--- config.mk ---
export PLATFORM = sky130hd
export DESIGN_NAME = mem_responder_flat
export DESIGN_NICKNAME = d
export VERILOG_FILES = /design/src/rtl/mem_responder_if.sv /design/src/rtl/mem_responder.sv /design/src/flat_wrapper.sv
export SDC_FILE = /design/constraint.sdc
export NUM_CORES = 2
export LEC_CHECK = 0
export ABC_AREA = 0
export CORE_UTILIZATION = 33
export DETAILED_ROUTE_END_ITERATION = 12
export PLACE_DENSITY_LB_ADDON = 0.12
export SLEW_MARGIN = 10
export SYNTH_ARGS = -nofsm -noshare
export SYNTH_HDL_FRONTEND = slang
export SYNTH_SLANG_ARGS = --single-unit
--- constraint.sdc ---
create_clock -name clk -period 6.5 [get_ports clk]
set_input_delay 1.3 -clock clk [delete_from_list [all_inputs] [get_ports clk]]
set_output_delay 1.3 -clock clk [all_outputs]
set_load 0.05 [all_outputs]
--- src/rtl/mem_responder_if.sv ---
// CPU-side request/response bundle for mem_responder; err exists only with MEMRESP_BOUNDS_EN.
// Requests are accepted only while idle, and a request raised while busy is not queued.
`ifndef WORDSIZE
`define WORDSIZE 16
`endif

interface mem_responder_if #(
  parameter int n = `WORDSIZE
);
  logic         req;
  logic         we;
  logic [n-1:0] addr;
  logic [n-1:0] wdata;
  logic [n-1:0] rdata;
  logic         ack;
  logic         busy;
`ifdef MEMRESP_BOUNDS_EN
  logic         err;
`endif

  modport master (
    output req, we, addr, wdata,
    input  rdata, ack, busy
`ifdef MEMRESP_BOUNDS_EN
    , input err
`endif
  );

  modport slave (
    input  req, we, addr, wdata,
    output rdata, ack, busy
`ifdef MEMRESP_BOUNDS_EN
    , output err
`endif
  );
endinterface

--- src/rtl/mem_responder.sv ---
// Fixed-latency word memory: ack arrives LATENCY cycles after acceptance, and requests made while busy are dropped.
// MEMRESP_BOUNDS_EN flags out-of-range addresses on err and suppresses those accesses.
`ifndef WORDSIZE
`define WORDSIZE 16
`endif

module mem_responder #(
  parameter int n       = `WORDSIZE,
  parameter int DEPTH   = 256,
  parameter int LATENCY = 2
) (
  input logic           clk,
  input logic           reset,
  mem_responder_if.slave bus
);
  localparam int AW = $clog2(DEPTH);
  localparam logic [3:0] CNT_INIT = (LATENCY > 1) ? 4'(LATENCY - 2) : 4'd0;

  typedef enum logic [1:0] {ST_IDLE, ST_WAIT, ST_ACK} state_t;

  state_t         r_state;
  state_t         w_next;
  logic [3:0]     r_cnt;
  logic           r_we;
  logic [AW-1:0]  r_addr;
  logic [n-1:0]   r_wdata;
  logic [n-1:0]   r_rdata;
  logic           r_oob;
  logic [n-1:0]   r_mem [DEPTH];

  logic           w_accept;
  logic           w_enter_ack;
  logic           w_we;
  logic [AW-1:0]  w_idx;
  logic [n-1:0]   w_wdata;
  logic           w_oob;
  logic           w_addr_oob;

  assign w_accept = (r_state == ST_IDLE) && bus.req;

  // With LATENCY=1 the ACK entry coincides with acceptance, so the live inputs are used.
  assign w_we    = (r_state == ST_IDLE) ? bus.we : r_we;
  assign w_idx   = (r_state == ST_IDLE) ? bus.addr[AW-1:0] : r_addr;
  assign w_wdata = (r_state == ST_IDLE) ? bus.wdata : r_wdata;
  assign w_oob   = (r_state == ST_IDLE) ? w_addr_oob : r_oob;

`ifdef MEMRESP_BOUNDS_EN
  assign w_addr_oob = (bus.addr >> AW) != '0;
`else
  assign w_addr_oob = 1'b0;
`endif

  assign w_enter_ack = (w_next == ST_ACK) && (r_state != ST_ACK) && !reset;

  always_ff @(posedge clk) begin
    if (reset) r_state <= ST_IDLE;
    else       r_state <= w_next;
  end

  always_comb begin
    w_next   = r_state;
    bus.ack  = 1'b0;
    bus.busy = 1'b1;
    case (r_state)
      ST_IDLE: begin
        bus.busy = 1'b0;
        if (bus.req) w_next = (LATENCY == 1) ? ST_ACK : ST_WAIT;
      end
      ST_WAIT: begin
        if (r_cnt == 4'd0) w_next = ST_ACK;
      end
      ST_ACK: begin
        bus.ack = 1'b1;
        w_next  = ST_IDLE;
      end
      default: begin
        w_next   = ST_IDLE;
        bus.busy = 1'b0;
      end
    endcase
  end

  assign bus.rdata = r_rdata;
`ifdef MEMRESP_BOUNDS_EN
  assign bus.err = (r_state == ST_ACK) && r_oob;
`endif

  always_ff @(posedge clk) begin
    if (reset) begin
      r_cnt   <= 4'd0;
      r_we    <= 1'b0;
      r_addr  <= '0;
      r_wdata <= '0;
      r_rdata <= '0;
      r_oob   <= 1'b0;
    end else begin
      if (w_accept) begin
        r_cnt   <= CNT_INIT;
        r_we    <= bus.we;
        r_addr  <= bus.addr[AW-1:0];
        r_wdata <= bus.wdata;
        r_oob   <= w_addr_oob;
      end else if (r_state == ST_WAIT && r_cnt != 4'd0) begin
        r_cnt <= r_cnt - 4'd1;
      end
      if (w_enter_ack && !w_we) begin
        r_rdata <= w_oob ? '0 : r_mem[w_idx];
      end
    end
  end

  // Storage has no reset; contents survive reset by design.
  always_ff @(posedge clk) begin
    if (w_enter_ack && w_we && !w_oob) r_mem[w_idx] <= w_wdata;
  end
endmodule

--- src/flat_wrapper.sv ---
// flat-port wrapper written by rule: the top's interface ports become plain ports
module mem_responder_flat 
#(
  parameter int n       = `WORDSIZE,
  parameter int DEPTH   = 256,
  parameter int LATENCY = 2
)
  (clk, reset, bus_req, bus_we, bus_addr, bus_wdata, bus_rdata, bus_ack, bus_busy);
  mem_responder_if #(.n(n)) bus_i ();
  input logic clk;
  input logic reset;
  input wire logic [$bits(bus_i.req)-1:0] bus_req;
  input wire logic [$bits(bus_i.we)-1:0] bus_we;
  input wire logic [$bits(bus_i.addr)-1:0] bus_addr;
  input wire logic [$bits(bus_i.wdata)-1:0] bus_wdata;
  output wire logic [$bits(bus_i.rdata)-1:0] bus_rdata;
  output wire logic [$bits(bus_i.ack)-1:0] bus_ack;
  output wire logic [$bits(bus_i.busy)-1:0] bus_busy;
  assign bus_i.req = bus_req;
  assign bus_i.we = bus_we;
  assign bus_i.addr = bus_addr;
  assign bus_i.wdata = bus_wdata;
  assign bus_rdata = bus_i.rdata;
  assign bus_ack = bus_i.ack;
  assign bus_busy = bus_i.busy;
  mem_responder #(.n(n), .DEPTH(DEPTH), .LATENCY(LATENCY)) u_core (.clk(clk), .reset(reset), .bus(bus_i));
endmodule
# Yosys cells after proc, flatten, opt, wreduce, memory -nomap -nowiden
# Memories as Yosys holds them, arrays and structs flattened. A register that Yosys moved wholly into a read port is not among the register bits.
# Index checks and enable logic that the tools add are counted.
# classes
add_sub_neg,1
n_mul,0
n_div,0
magnitude_cmp,0
eq_ne,4
shift,0
n_mux,10
bitwise,0
n_reduce_logical,13
# op_table
op,count
16-bit 2-to-1 mux,1
8-bit 2-to-1 mux,1
1-bit logical AND,6
1-bit 2-to-1 mux,5
"2-bit == test, second input constant",2
4-bit logical NOT,1
2-bit 2-to-1 mux,2
2-bit one-hot mux with 2 select lines,1
4-bit nonzero test,1
2-bit OR reduction,2
"4-bit by 1-bit subtractor with 4-bit output, second input constant",1
"2-bit by 1-bit == test with 1-bit output, second input constant",1
1-bit logical NOT,2
2-bit logical NOT,1
"2-bit inequality test, second input constant",1
# word_totals
reg_bits,31
latch_bits,0
ramBits,4096
rom_bits,0
in_bits,36
out_inout_bits,18
n_memories,1
# memory_table
memory,words,width,rd,rd_clocked_by_memory_dff,wr,line,source
u_core.r_mem,256,16,1,1,1,mem_responder.sv:29,logic [n-1:0] r_mem [DEPTH];

# Logic depth before layout (Yosys ltp)
# depth
depth_word,9
mapped_depth,16
ltp_nobuf,9

# Least setup slack after synthesis
# Ideal clock, no wire load.
# synth_path
kind,register to register
from,reg u_core.r_state[0]
to,"mem u_core.r_mem[0][10] in the netlist's numbering, data pin"
setup_ns,0.555
t_arrival_ns,4.032
required_ns,5.945
slack_ns,1.913
stages_incl_launch_ff,10
period_less_slack_ns,4.587
path_cell_list,dfxtp_1 -> inv_1 -> ha_1 -> buf_4 -> buf_2 -> buf_1 -> buf_1 -> clkbuf_1 -> buf_1 -> mux2_2
# synth_via
elab_chain_len,2
# synth_lines
item,line,source
"start, declared",mem_responder.sv:21,state_t r_state;
"start signal, assigned",mem_responder.sv:57,else r_state <= w_next;
2-bit logical NOT,mem_responder.sv:44,assign w_wdata = (r_state == ST_IDLE) ? bus.wdata : r_wdata;
16-bit 2-to-1 mux,mem_responder.sv:44,
via u_core.w_wdata[10],mem_responder.sv:35,logic [n-1:0] w_wdata;
"end, declared",mem_responder.sv:29,
# The timed path passes the listed nets, and every way through them passes these cells.

# Final worst setup path
# layout_path
from,in bus_addr[0]
to,"reg u_core.r_rdata[10], in the netlist u_core.bus.rdata[10], read port of u_core.r_mem"
# layout_via
elab_chain_len,1
# layout_lines
item,line,source
"start, declared",flat_wrapper.sv:14,input wire logic [$bits(bus_i.addr)-1:0] bus_addr;
8-bit 2-to-1 mux,mem_responder.sv:43,assign w_idx = (r_state == ST_IDLE) ? bus.addr[AW-1:0] : r_addr;
"end, declared",mem_responder.sv:27,logic [n-1:0] r_rdata;
# Every way passes these cells.
# A chain may end at the register's enable or synchronous reset.

==> metrics.md <==
| Metric | Value |
|---|---|
| Synth Flop Type | edfxtp_1 |
| Top cells by area, synth | edfxtp_1 (78%), mux4_2 (8.7%), mux2i_1 (5.3%) |
| Clock sinks | 4143 |
| CTS Hold Bufs | 0 |
| Fin Hold WS | 0.4617 ns |
| Synth warn | 0 |
| CTS buffer count | 456 |
| H-tree depth | 5 |
| Fin Setup TNS | 0 ns |
| Ys async rst share | 0% |
| VDD IR max | 0.0002310 V |
| Skew-Pair Late Insertion Delay | 1.05 ns |
| Chip height | 693.6 microns |
| 1st-iter DRT viols | 7703 |
| Utilization after layout | 38.92% |
| Post-cts resize count | 0 |
| RePlAce Congestion | 0.8134 |
| Root buf cell | clkbuf_16 |
| Vias in the first global route | 80890 |
| Register clock-pin slew on the reported worst setup and hold paths | 0.06 ns |
| Max_cap viols | 0 |
| DR top layer | met4 |
| Synth Instances | 7696 |
| Vias post-DR | 79530 |
| Max clock buf depth | 4 |
| Unrepaired setup endpoints after global routing | false |
| Via density | 5.242 |
| Routed Antenna Nets | 0 |
| Post-synth EDFFs | 4096 |
| Power per cell area | 336.4 nW/um^2 |
| Final period util | 80.34% |
| Syn_area_per_cell | 20.51 sq um |
| Area grow syn2layout | 17.25% |
| Initial core utilization | 33.20% |
| Post-CTS setup buffer count | 0 |
| Fillers | 42990 |
| Hold path cells | 2 |
| Drt wl/cell | 31.56 microns |
| Mapped Nets | 7736 |
| Antenna violations before repair | 40 |
| F_max | 191.5 MHz |
| Largest net degree at the start of global routing | 156 |
| CP Class | input pin to register |
| Remaining DRCs | 0 |
| Worst Setup End Kind | register |
| Synthesized area | 157800 sq um |
| FF-to-FF path depth | 13 |
| Final setup vio count | 0 |
| CP Max Fanout | 17 |
| Total grt overflow | 0 |
| Die area | 481100 sq um |
| Pre-CTS WS | 0.2702 ns |
| # port buffers | 45 |
| Arr. time, crit path | 6.04 ns |
| Total GRT Usage | 19.48% |
| Layout Nets | 8458 |
| Met1 wire length | 212600 microns |
| FF/Latch Area | 123900 sq um |
| Outcome | complete, no violations |
| Clock tree from TritonCTS | built |
| I/O pin cnt | 54 |
| Critical Path RT | 7.32 ns |
| Width of the die | 693.6 microns |
| First-pass GRT wire length | 660200 microns |
| Synth area leader | edfxtp_1 |
| Synth Register Bits | 4143 |
| Netlist cell types | 47 |
| Drt pass-1 iters | 6 |
| Met3 routed WL | 25690 microns |
| Sequential fraction of the synthesis area | 78.52% |
| Critical path launch point type | input pin |
| Core area | 475500 sq um |
| Dpl hpwl | 286800 microns |
| Hold Path Class | register to register |
| Worst slew pin tran | 1.303 ns |
| Top-area cell type share of the netlist area | 77.93% |
| Share of layout cells above drive strength 1 | 23.26% |
| Slew headroom | 13.05% |
| Metal2 WL | 228000 microns |
| Crit path time final | 5.222 ns |
| Final Hold Violating Endpoints | 0 |
| Final Skew | 0.1292 ns |
| Multi-input logic area | 32350 sq um |
| Final WS setup | 1.278 ns |
| Leakage dissipation | 58.63 nW |
| Total Routed Length | 478900 microns |
| Row count | 253 |
| Pins Over Slew Limit | 0 |
-- metrics by stage --
stage | cell area [sq um] | power, W | cells
6_report | 185100 | 0.06225 | 15170
5_1_grt | 185000 | 0.06417 | 15160
4_1_cts | 185000 | 0.06301 | 15160
3_5_place_dp | 170800 | 0.03809 | 14340
3_3_place_gp | 170700 | 0.03800 | 14330
2_1_floorplan | 157800 | 0.03459 | 7696
-- layout make-up --
class | instances | area share (%)
flip-flops and latches | 4143 | 66.97
multi-input cells | 3081 | 17.48
clock buffers | 579 | 6.527
well taps | 6375 | 4.310
repair buffers | 729 | 3.496
clock inverters | 244 | 1.179
diodes | 15 | 0.02028
inverters | 7 | 0.01420
-- cell usage after synthesis (2+ instances only) --
| cell type | count |
|---|---|
| buf_2 | 175 |
| a41oi_1 | 24 |
| or2_2 | 5 |
| o21a_1 | 4 |
| nor4_1 | 70 |
| nor2_1 | 270 |
| a222oi_1 | 3 |
| o22a_1 | 11 |
| a31oi_1 | 14 |
| a311oi_1 | 2 |
| nor3_1 | 7 |
| o22ai_1 | 440 |
| mux2i_1 | 834 |
| o21ai_0 | 27 |
| o21ai_1 | 10 |
| inv_1 | 7 |
| o41ai_1 | 66 |
| and3_1 | 3 |
| nand3_1 | 2 |
| nand3b_1 | 4 |
| ha_1 | 4 |
| a22oi_1 | 256 |
| buf_1 | 44 |
| mux2_2 | 19 |
| o21ai_2 | 3 |
| mux4_2 | 608 |
| dfxtp_1 | 47 |
| nor3b_1 | 4 |
| nand2_1 | 183 |
| buf_6 | 8 |
| edfxtp_1 | 4096 |
| clkbuf_1 | 190 |
| a21oi_1 | 167 |
| nand2b_1 | 5 |
| nand4_1 | 14 |
| and3b_1 | 4 |
| a21o_1 | 2 |
| xor2_1 | 2 |
| or4_1 | 6 |
| nor2b_1 | 2 |
| buf_4 | 48 |
-- placed cells by master (no fill, tap or decap), drive strengths merged, types with 29 or more instances in the layout --
cell,instances
a21oi,167
a22oi,256
buf,685
bufinv,29
clkbuf,579
clkdlybuf4s50,44
clkinv,193
dfxtp,47
edfxtp,4096
mux2i,834
mux4,608
nand2,183
nor2,270
nor4,70
o21ai,40
o22ai,440
o41ai,66
-- path summary, 6_finish.rpt --
kind | start | to | slack [ns]
setup / recovery | bus_addr[0] | u_core.bus.rdata[10] | 1.28
hold / removal | u_core.r_we | u_core.r_we | 0.46
setup reg to reg | u_core.r_state[0] | u_core.bus.rdata[10] | 1.35
hold reg to reg | u_core.r_we | u_core.r_we | 0.46
-- layer usage --
layer  track usage (%)  up-vias
li1                  -    33660
met1             27.36    43150
met2             31.67     2158
met3             3.079      570
met4             4.921        0
met5                 0        -
-- report_power, final --
part / internal [W] / leakage, nW / switching (W) / total (W)
sequential: 0.0301 / 37.4 / 0.0000302 / 0.0302
clock: 0.0142 / 6.95 / 0.0106 / 0.0248
combinational: 0.00234 / 14.2 / 0.00490 / 0.00723
total: 0.0467 / 58.6 / 0.0155 / 0.0623
-- worst max-delay path, stage by stage --
cell and delay (ns):
clkdlybuf4s50_1 0.70, mux2i_4 0.25, buf_12 0.25, buf_4 0.28, o21ai_4 0.38, buf_4 0.51, o22ai_1 0.21, o41ai_1 0.83
buf_4 0.24, nand4_1 0.29, a222oi_1 0.56, a31oi_1 0.15
-- sequential cells by signal (all words and copies together), names as in the netlist --
name	cells
u_core.bus.rdata	16
u_core.r_addr	8
u_core.r_we	1
u_core.r_state	2
u_core.r_mem	4096
u_core.r_wdata	16
u_core.r_cnt	4
-- cells by family (layout without fill, tap and decap cells) --
kind of cell / after synthesis / count (layout) / synth area share (%)
adder cells (fa/ha/maj): 4 / 4 / 0.03171
AND/OR/NAND/NOR: 580 / 580 / 1.591
multiplexers: 1461 / 1461 / 14.10
buffers and inverters: 472 / 1559 / 1.413
flip-flops: 4143 / 4143 / 78.52
other: 0 / 15 / 0
AO/OA/AOI/OAI: 1033 / 1033 / 4.323
XOR/XNOR: 3 / 3 / 0.01665
(Power assumes the default switching activity.)
